$ cat config.mk
export PLATFORM = sky130hd
export DESIGN_NAME = pcie_img_split
export DESIGN_NICKNAME = d
export VERILOG_FILES = /design/src/rtl/pcie_img_pkg.sv /design/src/rtl/pcie_frame_pos_cnt.sv /design/src/rtl/pcie_img_split.sv
export SDC_FILE = /design/constraint.sdc
export NUM_CORES = 1
export LEC_CHECK = 0
export ABC_AREA = 1
export CAP_MARGIN = 20
export CORE_AREA = 2 2 253 255
export DETAILED_ROUTE_END_ITERATION = 10
export DIE_AREA = 0 0 255 257
export SYNTH_ARGS = -nofsm -noshare
export SYNTH_HDL_FRONTEND = slang
export SYNTH_HIERARCHICAL = 1
export SYNTH_SLANG_ARGS = --single-unit
$ cat constraint.sdc
create_clock -name clk -period 20.8 [get_ports clk]
set_input_delay 6.24 -clock clk [delete_from_list [all_inputs] [get_ports clk]]
set_output_delay 6.24 -clock clk [all_outputs]
set_load 0.02 [all_outputs]
$ cat src/rtl/pcie_img_pkg.sv
// Shared constants, quadrant encoding and FSM state type for the PCIe
// image split/merge datapath (host-to-FPGA splitter and quadrant writer).
package pcie_img_pkg;

   localparam int COL_NUM      = 160;           // 128-bit beats per 1280-pixel RGB565 line
   localparam int HALF_COL_NUM = COL_NUM / 2;
   localparam int ROW_NUM      = 720;           // lines per frame
   localparam int HALF_ROW_NUM = ROW_NUM / 2;
   localparam int DATA_W       = 128;
   localparam int VS_LEN       = 16;            // cycles the frame-base update is held
   localparam int CNT_W        = 12;            // position counter width

   // Quadrant index is {bottom, right}
   typedef enum logic [1:0] {
      QUAD_TL = 2'd0,
      QUAD_TR = 2'd1,
      QUAD_BL = 2'd2,
      QUAD_BR = 2'd3
   } quad_e;

   typedef enum logic [1:0] {
      ST_IDLE   = 2'd0,
      ST_VS     = 2'd1,
      ST_ACTIVE = 2'd2,
      ST_DONE   = 2'd3
   } state_e;

   // Map a 1-based (col,row) position to its quadrant; the left/top halves
   // include the half-way column/row.
   function automatic logic [1:0] quad_sel(input logic [CNT_W-1:0] col,
                                           input logic [CNT_W-1:0] row,
                                           input logic [CNT_W-1:0] half_col,
                                           input logic [CNT_W-1:0] half_row);
      logic right_s;
      logic bottom_s;
      right_s  = (col > half_col);
      bottom_s = (row > half_row);
      return {bottom_s, right_s};
   endfunction

endpackage

$ cat src/rtl/pcie_frame_pos_cnt.sv
// 1-based column/row position tracker for a raster of COLS x ROWS beats.
// Reports the quadrant of the current position and whether it is the last
// beat of the frame.
module pcie_frame_pos_cnt
   import pcie_img_pkg::*;
#(
   parameter int COLS = COL_NUM,
   parameter int ROWS = ROW_NUM
) (
   input  logic             clk,
   input  logic             rst_n,
   input  logic             clear,
   input  logic             advance,
   output logic [CNT_W-1:0] col_cnt,
   output logic [CNT_W-1:0] row_cnt,
   output logic [1:0]       q,
   output logic             last_beat
);

   localparam logic [CNT_W-1:0] CNT_ONE  = CNT_W'(1);
   localparam logic [CNT_W-1:0] COL_LAST = CNT_W'(COLS);
   localparam logic [CNT_W-1:0] ROW_LAST = CNT_W'(ROWS);
   localparam logic [CNT_W-1:0] COL_HALF = CNT_W'(COLS / 2);
   localparam logic [CNT_W-1:0] ROW_HALF = CNT_W'(ROWS / 2);

   logic [CNT_W-1:0] col_cnt_r;
   logic [CNT_W-1:0] row_cnt_r;

   // Position counters: clear dominates, otherwise step one beat in raster order.
   always_ff @(posedge clk) begin
      if (!rst_n) begin
         col_cnt_r <= CNT_ONE;
         row_cnt_r <= CNT_ONE;
      end else if (clear) begin
         col_cnt_r <= CNT_ONE;
         row_cnt_r <= CNT_ONE;
      end else if (advance) begin
         if (col_cnt_r == COL_LAST) begin
            col_cnt_r <= CNT_ONE;
            if (row_cnt_r == ROW_LAST) begin
               row_cnt_r <= CNT_ONE;
            end else begin
               row_cnt_r <= row_cnt_r + CNT_ONE;
            end
         end else begin
            col_cnt_r <= col_cnt_r + CNT_ONE;
         end
      end else begin
         col_cnt_r <= col_cnt_r;
         row_cnt_r <= row_cnt_r;
      end
   end

   assign col_cnt   = col_cnt_r;
   assign row_cnt   = row_cnt_r;
   assign q         = quad_sel(col_cnt_r, row_cnt_r, COL_HALF, ROW_HALF);
   assign last_beat = (col_cnt_r == COL_LAST) && (row_cnt_r == ROW_LAST);

endmodule

$ cat src/rtl/pcie_img_split.sv
// Host-to-FPGA frame splitter: takes the DMA read-beat stream of one frame
// and steers each beat to the write port of the quadrant it belongs to.
// A full target channel stalls the whole stream so frame order is kept.
module pcie_img_split
   import pcie_img_pkg::*;
#(
   parameter int COLS = COL_NUM,
   parameter int ROWS = ROW_NUM
) (
   input  logic              clk,
   input  logic              rst_n,
   input  logic              dma_frame_start,
   input  logic              dma_rd_valid,
   input  logic [DATA_W-1:0] dma_rd_data,
   output logic              dma_rd_ready,
   input  logic [3:0]        ch_wr_full,
   output logic              ch0_wr_en,
   output logic              ch1_wr_en,
   output logic              ch2_wr_en,
   output logic              ch3_wr_en,
   output logic [DATA_W-1:0] ch0_wr_data,
   output logic [DATA_W-1:0] ch1_wr_data,
   output logic [DATA_W-1:0] ch2_wr_data,
   output logic [DATA_W-1:0] ch3_wr_data,
   output logic              ch_frame_vs,
   output logic              frame_done,
   output logic              frame_err
);

   localparam int          VS_W    = $clog2(VS_LEN);
   localparam logic [VS_W-1:0] VS_LAST = VS_W'(VS_LEN - 1);

   state_e              state_r;
   state_e              state_next_s;
   logic [VS_W-1:0]     vs_cnt_r;
   logic [CNT_W-1:0]    col_cnt_s;
   logic [CNT_W-1:0]    row_cnt_s;
   logic [2*CNT_W-1:0]  pos_unused_s;
   logic [1:0]          q_s;
   logic                last_beat_s;
   logic                ready_s;
   logic                accept_s;
   logic                clear_s;
   logic [3:0]          wr_en_next_s;
   logic [3:0]          wr_en_r;
   logic [DATA_W-1:0]   wr_data_r [4];
   logic                ch_frame_vs_r;
   logic                frame_done_r;
   logic                frame_err_r;

   pcie_frame_pos_cnt #(
      .COLS (COLS),
      .ROWS (ROWS)
   ) u_pos (
      .clk       (clk),
      .rst_n     (rst_n),
      .clear     (clear_s),
      .advance   (accept_s),
      .col_cnt   (col_cnt_s),
      .row_cnt   (row_cnt_s),
      .q         (q_s),
      .last_beat (last_beat_s)
   );

   // Raw position is only needed inside the counter; quadrant/last cover us.
   assign pos_unused_s = {row_cnt_s, col_cnt_s};

   // A new frame start always wins over a pending beat so an aborted frame
   // never leaks a beat into the next one.
   assign ready_s      = (state_r == ST_ACTIVE) && !ch_wr_full[q_s] && !dma_frame_start;
   assign accept_s     = dma_rd_valid && ready_s;
   assign clear_s      = (state_next_s == ST_VS);
   assign dma_rd_ready = ready_s;

   // FSM state register.
   always_ff @(posedge clk) begin
      if (!rst_n) begin
         state_r <= ST_IDLE;
      end else begin
         state_r <= state_next_s;
      end
   end

   // Next-state decode; a frame start from any state (re)enters VS.
   always_comb begin
      state_next_s = state_r;
      case (state_r)
         ST_IDLE: begin
            if (dma_frame_start) begin
               state_next_s = ST_VS;
            end else begin
               state_next_s = ST_IDLE;
            end
         end
         ST_VS: begin
            if (dma_frame_start) begin
               state_next_s = ST_VS;
            end else if (vs_cnt_r == VS_LAST) begin
               state_next_s = ST_ACTIVE;
            end else begin
               state_next_s = ST_VS;
            end
         end
         ST_ACTIVE: begin
            if (dma_frame_start) begin
               state_next_s = ST_VS;
            end else if (accept_s && last_beat_s) begin
               state_next_s = ST_DONE;
            end else begin
               state_next_s = ST_ACTIVE;
            end
         end
         ST_DONE: begin
            if (dma_frame_start) begin
               state_next_s = ST_VS;
            end else begin
               state_next_s = ST_IDLE;
            end
         end
         default: begin
            state_next_s = ST_IDLE;
         end
      endcase
   end

   // VS duration counter; restarts on every frame start seen during VS.
   always_ff @(posedge clk) begin
      if (!rst_n) begin
         vs_cnt_r <= {VS_W{1'b0}};
      end else if ((state_r == ST_VS) && !dma_frame_start) begin
         vs_cnt_r <= vs_cnt_r + VS_W'(1);
      end else begin
         vs_cnt_r <= {VS_W{1'b0}};
      end
   end

   // One-hot strobe for the quadrant of the accepted beat.
   always_comb begin
      wr_en_next_s = 4'b0000;
      if (accept_s) begin
         wr_en_next_s[q_s] = 1'b1;
      end else begin
         wr_en_next_s = 4'b0000;
      end
   end

   // Registered strobes and frame status pulses.
   always_ff @(posedge clk) begin
      if (!rst_n) begin
         wr_en_r       <= 4'b0000;
         ch_frame_vs_r <= 1'b0;
         frame_done_r  <= 1'b0;
         frame_err_r   <= 1'b0;
      end else begin
         wr_en_r       <= wr_en_next_s;
         ch_frame_vs_r <= (state_next_s == ST_VS);
         frame_done_r  <= (state_next_s == ST_DONE);
         frame_err_r   <= (state_r == ST_ACTIVE) && dma_frame_start;
      end
   end

   // Per-channel write data: load the accepted beat, otherwise hold.
   always_ff @(posedge clk) begin
      if (!rst_n) begin
         for (int n = 0; n < 4; n++) begin
            wr_data_r[n] <= {DATA_W{1'b0}};
         end
      end else begin
         for (int n = 0; n < 4; n++) begin
            if (accept_s && (q_s == 2'(n))) begin
               wr_data_r[n] <= dma_rd_data;
            end else begin
               wr_data_r[n] <= wr_data_r[n];
            end
         end
      end
   end

   assign ch0_wr_en   = wr_en_r[0];
   assign ch1_wr_en   = wr_en_r[1];
   assign ch2_wr_en   = wr_en_r[2];
   assign ch3_wr_en   = wr_en_r[3];
   assign ch0_wr_data = wr_data_r[0];
   assign ch1_wr_data = wr_data_r[1];
   assign ch2_wr_data = wr_data_r[2];
   assign ch3_wr_data = wr_data_r[3];
   assign ch_frame_vs = ch_frame_vs_r;
   assign frame_done  = frame_done_r;
   assign frame_err   = frame_err_r;

endmodule

### Word level (Yosys, flattened, before mapping)

Memory sizes are Yosys's and may differ from the RTL's.
Cells that the tools add are included.

* output and inout bits: 520
* memories kept: 1
* register bits after elaboration: 37
* bits in writable memories: 512

* equality and inequality tests: 11
* $lt $le $gt $ge: 4
* add/subtract/negate cells: 3
* mux-type cells: 45
* reduce and logical (&&, ||, !) cells: 21
* bitwise gates (word level): 9

Memory list
* wr_data_r: words 4, width 128, rd ports 4, clocked after Yosys merged registers in 0, write ports 4, RTL line pcie_img_split.sv:46 `logic [DATA_W-1:0] wr_data_r [4];`

Operators with widths (count)
* $mux 128: 8
* $mux 1: 29
* $add 12x1->12 const B: 2
* $mux 12: 2
* $eq 12x10->1 const B: 1
* $eq 12x8->1 const B: 1
* $gt 12x7->1 const B: 1
* $gt 12x9->1 const B: 1
* $logic_and 1x1->1: 12
* $eq 2x2->1 const B: 5
* $or 1x1->1: 8
* $eq 2x1->1 const B: 3
* $mux 2: 3
* $pmux 2 s3: 1
* $reduce_and 2->1: 3
* $add 4x1->4 const B: 1
* $eq 4x4->1 const B: 1
* $logic_not 2->1: 2
* $reduce_or 2->1: 2
* $lt 2x3->1 const B: 1
* $bmux 1 s2: 1
* $demux 1 s2: 1
* $ge 2x1->1 const B: 1
* $logic_not 1->1: 2
* $not 1->1: 1

### Longest topological paths before layout

Gate-level depths: netlist of the first run.

* depth after elaboration: 13
* gate-level depth with buffers: 20
* depth with buffers taken out: 20

### Cells and area by module

Netlist of the first run, hierarchy kept.

Modules (own cells, without submodules)
* pcie_img_split: cells an instance 1264, instances 1, seq. area each 15635.0 um^2, area an instance 18520.3 um^2
* pcie_frame_pos_cnt: cells an instance 230, instances 1, seq. area each 480.5 um^2, area an instance 1500.2 um^2

### Worst setup path before layout of the first run

OpenSTA, ideal clock, no wires.

* path kind: input-to-reg
* from: in dma_frame_start
* to: mem wr_data_r[0][0] (enable)
* arrival: 15.895 ns
* setup time: 0.792 ns
* required time: 20.008 ns
* stages on the path: 5
* buffers on the path: 0
* setup slack: 4.113 ns
* path through: nor2_1 > nand2_1 > nor3_4 > nand2_1 > o21ai_0

RTL lines
* start, declared: RTL line pcie_img_split.sv:12 `input logic dma_frame_start,`
* end, declared: RTL line pcie_img_split.sv:46

### Worst setup path after layout of the first run

* from: in dma_frame_start
* to: out dma_rd_ready

* word-level cells in the longest chain between the ends: 2

Ends and longest elaborated chain
* $logic_not 1->1: RTL line pcie_img_split.sv:70 `assign ready_s = (state_r == ST_ACTIVE) && !ch_wr_full[q_s] && !dma_frame_start;`
* $logic_and 1x1->1: RTL line pcie_img_split.sv:70
* end, declared: RTL line pcie_img_split.sv:15 `output logic dma_rd_ready,`

Every way passes these cells.

==> qor.csv, run 1 <==
stage;metric;value;unit
cells_and_area;Area growth, synth to finish;47.6;%
timing;max_slew headroom;27.9;%
synthesis;ys flop type;edfxtp_1;
critical_path;Worst Setup SP;dma_frame_start;
critical_path;slowest CP cell;clkdlybuf4s50_1;
critical_path;crit path cell chain;clkdlybuf4s50_1 > nor2_1 > nand2_1 > nor3_4 > clkdlybuf4s50_1;
route;TritonRoute pass-1 iters;7;
synthesis;syn_nets;1638;
critical_path;CP delay by family, top;buffers and inverters;
critical_path;RR Endpoint;wr_data_r[1][107];
clocking;clock latency on the worst-skew pair;0.60;ns
clocking;Clock Tree Root;clkbuf_16;
synthesis;Synth Area per Inst;13.4;um2
clocking;cts repair resizes;0;
die;IO Pins;656;
die;# rows;92;
synthesis;top-count cell post-synth;edfxtp_1;
route;residual DRC count;0;
route;vias per std cell;4.21;
placement;dpl hpwl;41.9;mm
critical_path;critical path type;primary input to output port;
grt;global-route wire length before repair;84.8;mm
timing;Tmin final;14.24;ns
synthesis;Netlist cell types;32;
cells_and_area;fillers;5545;
timing;WHS;0.448;ns
synthesis;top post-synthesis cells by count;edfxtp_1, inv_1, nand2_1, nor2_1, dfxtp_1;
clocking;Worst-path clk slew;0.05;ns
critical_path;startpoint types;primary input;
critical_path;worst r2r src;u_pos/row_cnt[0];
synthesis;dominant cells by area after synthesis;edfxtp_1, inv_1, dfxtp_1, nand2_1, nor2_1;
grt;gr ovfl total;0;
clocking;CTS Hold Buffers Added;0;
route;post-route ant nets;0;
timing;fmax;70.2;MHz
placement;placer's final routability congestion estimate;0.856;
die;Placeable Area;62700;um2
synthesis;Yosys top cell area share;76.8;%
clocking;CTS tree;done;
grt;largest net degree at the start of global routing;69;
timing;Worst Clk Skew;0.0200;ns
timing;RSZ-0062 raised after global routing;no;
power_and_ir_drop;VDD IR max;0.0000606;V
die;total die area;65500;um2
cells_and_area;FF/Latch Area;16100;um2
worst_hold_path;Min-Delay Endpoint;vs_cnt_r[0];
timing;Final Cycle Share;68.5;%
worst_hold_path;hold path start;vs_cnt_r[0];
route;vias;12986;
synthesis;Seq cells post-synth;549;
placement;Post-DP Area;27600;um2
timing;Slew @ Worst Pin;1.08;ns
cells_and_area;Util after Layout;47.1;%
timing;setup TNS;0;ns
critical_path;CP Capture Type;output port;
cells_and_area;Nets;2333;
power_and_ir_drop;PwrDens;89.5;nW/um2
cells_and_area;fraction of layout cells with a size suffix above 1;5.55;%
clocking;depth of the CTS H-tree;2;
power_and_ir_drop;LEAKAGE;12.9;nW
die;Die H;257;um
synthesis;number of synthesized flops with an enable pin;512;
timing;Final Max Slew Viols;0;
grt;initial antenna violation count;4;
critical_path;worst-path fanout max;4;
critical_path;sum of buffers and inverters on the critical path;2;
route;overall routed net length;58.9;mm
cells_and_area;area of the multi-input gates;2140;um2
clocking;Inserted Clock Buffers;58;
run;max_cap viols;0;
critical_path;R2R cell count;14;
timing;final hold vios;0;
route;drt wl/cell;19.1;um
synthesis;register area share after synthesis;80.5;%
clocking;Post-CTS Setup Bufs;0;
outcome;status;finished clean;
synthesis;yosys warns;6;
synthesis;synthesized instance count;1494;
critical_path;Most common cell on crit path;clkdlybuf4s50_1;
critical_path;Critical Path RT;14.56;ns
grt;vias in the first global route;13175;
worst_hold_path;HP Class;flop to flop;
grt;GRT Total Usage;17.4;%
critical_path;R2R Setup Slk;16.69;ns
cells_and_area;post-route cell area;29500;um2
timing;Final Setup Violations;0;
power_and_ir_drop;Tot Pwr;2.65;mW
synthesis;Mapped Area;20000;um2
synthesis;post-synth top area cell;edfxtp_1;
synthesis;asr flop ratio synth;0;%
die;Starting Density;31.9;%
worst_hold_path;hold depth;1;
placement;number of port buffers;655;
critical_path;arrival time worst endpoint;8.00;ns
die;Die Width;255;um
critical_path;CP max stage delay;0.65;ns
clocking;clk sinks;549;
clocking;CTS Buffer Depth;3;
route;DR iter-0 viols;783;
-- worst max-delay path by stage --
stage,to,slack (ns),cells past startpoint
after floorplan,wr_data_r[0][0],4.11,5
after global routing,dma_rd_ready,6.41,5
after CTS,dma_rd_ready,6.54,5
final,dma_rd_ready,6.56,5
after detailed placement,dma_rd_ready,6.55,5
after global placement,dma_rd_ready,6.58,5
-- routing by layer --
metal | share of wire (%) | vias up | track usage, %
li1 | - | 6110 | -
met1 | 37 | 6232 | 19.5
met2 | 51 | 538 | 30.9
met3 | 9.0 | 104 | 5.66
met4 | 3.1 | 2 | 5.83
met5 | 0.022 | - | 0
-- registers in the layout (all words and copies together) (netlist names) --
signal / count
ch_frame_vs: 1
frame_done: 1
frame_err: 1
state_r: 2
u_pos/col_cnt: 12
u_pos/row_cnt: 12
vs_cnt_r: 4
wr_data_r: 512
wr_en_r: 4
-- layout make-up --
class / instances / area share (%)
Sequential cell: 549 / 54.5
Timing Repair Buffer: 667 / 22.6
Multi-Input combinational cell: 479 / 7.26
Inverter: 434 / 5.52
Clock buffer: 72 / 5.16
Tap cell: 846 / 3.58
Clock inverter: 33 / 1.37
Antenna cell: 2 / 0.0169
-- where the power goes --
group	internal [mW]	switching (mW)	total, mW	leakage (nW)
clock	0.620	0.429	1.05	0.930
combinational	0.128	0.174	0.303	6.63
sequential	1.28	0.0181	1.29	5.38
total	2.02	0.622	2.65	12.9
-- placed cells by master, fill, tap and decap left out, types with 2 or more instances in the layout --
cell	count
clkdlybuf4s50_1	654
nor2_4	4
clkinvlp_4	5
nand3_1	23
inv_6	2
o21ai_4	2
nor3b_1	2
nor3_1	10
clkinv_1	5
nand3_2	2
clkinv_8	2
nand2_1	193
xor2_1	6
clkinv_2	10
inv_1	431
nor2_2	4
inv_2	2
edfxtp_1	512
dfxtp_1	37
ha_1	8
o21ai_1	3
bufinv_16	8
nand2_2	3
a21oi_1	12
nand2_4	2
nand4_1	10
diode_2	2
buf_4	12
o21ai_0	3
clkbuf_1	13
nor2_1	184
clkbuf_16	59
-- logic make-up after synthesis --
logic type / Yosys count / share of synthesized area, %
flops: 549 / 80.5
compound gates: 22 / 0.575
simple gates: 442 / 9.14
buf+inv: 466 / 8.98
fa+ha+maj: 8 / 0.500
xor+xnor: 7 / 0.306
-- metrics by stage --
stage | setup slack [ns] | std cells
floorplan | 4.11 | 1494
global placement | 6.58 | 2974
detailed placement | 6.55 | 2974
CTS | 6.54 | 3079
global route | 6.41 | 3081
finish | 6.56 | 3082
-- worst reg2reg max path, cell delays in order, from the launching register on --
cell and delay (ns):
dfxtp_1 0.40, inv_1 0.08, ha_1 0.22, inv_1 0.08
nor2_1 0.06, o21ai_0 0.17, nand3_1 0.09, nand4_1 0.23
inv_1 0.13, nand2_1 0.18, nor2_1 0.11, nor3_4 0.24
nand2_1 0.19, o21ai_4 0.60, buf_4 0.84
No activity file was read; power rests on OpenSTA's default activity.
==> run 2: changes to the inputs <==
--- a/config.mk
+++ b/config.mk
@@ -7,9 +7,9 @@
 export LEC_CHECK = 0
 export ABC_AREA = 1
 export CAP_MARGIN = 20
-export CORE_AREA = 2 2 253 255
+export CORE_AREA = 2 2 257 259
 export DETAILED_ROUTE_END_ITERATION = 10
-export DIE_AREA = 0 0 255 257
+export DIE_AREA = 0 0 259 261
 export SYNTH_ARGS = -nofsm -noshare
 export SYNTH_HDL_FRONTEND = slang
 export SYNTH_HIERARCHICAL = 1
==> constraint.sdc (replaced) <==
create_clock -name clk -period 13 [get_ports clk]
set_input_delay 3.9 -clock clk [delete_from_list [all_inputs] [get_ports clk]]
set_output_delay 3.9 -clock clk [all_outputs]
set_load 0.02 [all_outputs]
==> run 2 against run 1 <==
Cell area shrank 0.54%; highest routed layer unchanged; combinational power grew 58%; critical endpoint unchanged; core utilization shrank 1.9 points; global-route usage shrank 1.5 points; first-iteration DRC count shrank 0.13%; via count shrank 2.2%; sequential share of layout area grew 0.29 points; non-clock buffer count grew 1.
==> qor.csv, run 2 (synthesis results as in run 1) <==
stage;metric;value;unit;change
outcome;status;finished clean;;
die;Starting Density;30.8;%;-1.1 points
placement;Post-DP Area;27600;um2;+0.14%
die;Die H;261;um;+1.6%
timing;max_slew headroom;33.5;%;+5.6 points
timing;Worst Clk Skew;0.0228;ns;+0.00275 ns
clocking;Inserted Clock Buffers;58;;unchanged
grt;gr ovfl total;0;;unchanged
timing;Final Cycle Share;74.2;%;
power_and_ir_drop;sw power;0.978;mW;+57%
critical_path;Most common cell on crit path;clkdlybuf4s50_1;;
timing;post-route setup slack;3.35;ns;-3.20 ns
die;# rows;94;;+2.2%
critical_path;crit path cell chain;clkdlybuf4s50_1 > nor2_1 > nand2_1 > nor3_4 > clkdlybuf4s50_1;;
clocking;clk sinks;549;;unchanged
clocking;Worst-path clk slew;0.05;ns;about the same
timing;final hold vios;0;;unchanged
clocking;CTS Buffer Depth;3;;unchanged
power_and_ir_drop;P_int;3.11;mW;+53%
cells_and_area;Top reg by flops;wr_data_r;;
critical_path;arrival time worst endpoint;5.75;ns;-2.25 ns
route;vias;12695;;-2.2%
cells_and_area;FF/Latch Area;16100;um2;unchanged
power_and_ir_drop;VDD IR max;0.000108;V;+78%
grt;GRT Total Usage;15.9;%;-1.5 points
critical_path;critical path type;primary input to output port;;
route;DR iter-0 viols;782;;-0.13%
cells_and_area;area of the multi-input gates;2140;um2;unchanged
timing;fmax;104;MHz;
critical_path;Critical Path RT;9.10;ns;-5.46 ns
cells_and_area;Nets;2334;;+0.043%
cells_and_area;Area growth, synth to finish;46.8;%;
grt;initial antenna violation count;3;;-1
clocking;cts repair resizes;0;;unchanged
route;residual DRC count;0;;unchanged
placement;DP Worst Slack;3.37;ns;-3.18 ns
timing;Tmin final;9.65;ns;
cells_and_area;fraction of layout cells with a size suffix above 1;5.50;%;-0.055 points
critical_path;CP Capture Type;output port;;
power_and_ir_drop;LEAKAGE;12.9;nW;-0.46%
placement;Cells after DPL;2994;;+0.67%
power_and_ir_drop;PwrDens;139;nW/um2;+55%
clocking;CTS Hold Buffers Added;0;;unchanged
clocking;depth of the CTS H-tree;2;;unchanged
clocking;clock latency on the worst-skew pair;0.61;ns;about the same
worst_hold_path;HP Class;flop to flop;;
grt;largest net degree at the start of global routing;69;;unchanged
cells_and_area;most frequent cells in the layout;clkdlybuf4s50_1, edfxtp_1, inv_1;;
clocking;Post-CTS Setup Bufs;0;;unchanged
power_and_ir_drop;share of power burned in registers;50.7;%;+1.8 points
grt;vias in the first global route;12771;;-3.1%
critical_path;worst-path fanout max;4;;unchanged
critical_path;slowest CP cell;clkdlybuf4s50_1;;
route;vias per std cell;4.09;;-2.9%
cells_and_area;post-route cell area;29400;um2;-0.54%
die;total die area;67600;um2;+3.1%
power_and_ir_drop;Clk pwr share;37.6;%;-2.1 points
cells_and_area;final non-filler cell total;3104;;+0.71%
placement;placer's final routability congestion estimate;0.868;;+1.4%
critical_path;startpoint types;primary input;;
die;Placeable Area;65000;um2;+3.7%
timing;RSZ-0062 raised after global routing;no;;
cells_and_area;most common cell after layout, fill and taps aside;clkdlybuf4s50_1;;
route;drt wl/cell;18.2;um;-4.9%
cells_and_area;fillers;5816;;+4.9%
cells_and_area;max reg flops;512;;unchanged
timing;Slew @ Worst Pin;0.998;ns;-0.0841 ns
route;TritonRoute pass-1 iters;5;;-2
timing;Final Max Slew Viols;0;;unchanged
critical_path;CP max stage delay;0.65;ns;about the same
route;post-route ant nets;0;;unchanged
clocking;Clock Tree Root;clkbuf_16;;
placement;number of port buffers;655;;unchanged
run;max_cap viols;0;;unchanged
placement;dpl hpwl;40.5;mm;-3.5%
route;overall routed net length;56.4;mm;-4.3%
die;Die Width;259;um;+1.6%
grt;global-route wire length before repair;80.5;mm;-5.1%
power_and_ir_drop;Comb pwr share;11.7;%;+0.3 points
clocking;CTS tree;done;;
power_and_ir_drop;sw frac;24.0;%;+0.46 points
timing;Final Setup Violations;0;;unchanged
die;IO Pins;656;;unchanged
==> run 2: cell count changes in the layout (fill, tap and decap cells not counted) <==
cell / previous run / this run
buf_16: 1 / 0
buf_4: 12 / 14
bufinv_16: 8 / 1
clkbuf_8: 0 / 1
clkinv_1: 5 / 10
clkinv_2: 10 / 17
clkinv_8: 2 / 0
clkinvlp_4: 5 / 2
inv_16: 0 / 1
inv_6: 2 / 3
==> run 2: per-layer routing <==
layer,share of wire (%),GRT usage [%],vias to the layer above
li1,-,-,6115
met1,38,18.3,5950
met2,51,27.9,513
met3,7.2,4.37,113
met4,4.3,6.95,4
met5,0.053,0,-
==> run 2: worst paths after layout <==
kind,startpoint,end,slack (ns),cells past startpoint
min reg2reg,vs_cnt_r[0],vs_cnt_r[0],0.45,1
min,vs_cnt_r[0],vs_cnt_r[0],0.45,1
max,dma_frame_start,dma_rd_ready,3.35,5
max reg2reg,u_pos/row_cnt[0],wr_data_r[3][26],8.86,14
==> run 2: metrics by stage <==
stage	total power [mW]	utilization, %	hold slack [ns]	TNS, ns
6_report	4.08	45.2	0.448	0
5_1_grt	4.22	45.2	0.478	0
2_1_floorplan	2.32	-	0.418	-344.94
3_3_place_gp	2.59	42.5	0.426	0
4_1_cts	4.14	45.2	0.457	0
3_5_place_dp	2.59	42.5	0.446	0
==> run 2: power by group through the flow <==
stage                     logic (mW)  clock network (mW)  registers, mW
after floorplan               0.0678                   0           2.25
after global placement         0.485                   0           2.10
after detailed placement       0.487                   0           2.11
after CTS                      0.488                1.58           2.07
after global routing           0.506                1.63           2.08
final                          0.479                1.54           2.07
==> run 2: layout make-up <==
class,instances,area share [%]
Timing Repair Buffer,668,22.6
Sequential cell,549,54.8
Clock buffer,73,5.24
Multi-Input combinational cell,479,7.30
Tap cell,864,3.68
Antenna cell,2,0.0170
Clock inverter,35,0.758
Inverter,434,5.55
==> run 2: critical path, delay by kind of cell <==
| kind | cells | cell delay, ns |
|---|---|---|
| simple gates | 3 | 0.73 |
| buf+inv | 2 | 1.12 |
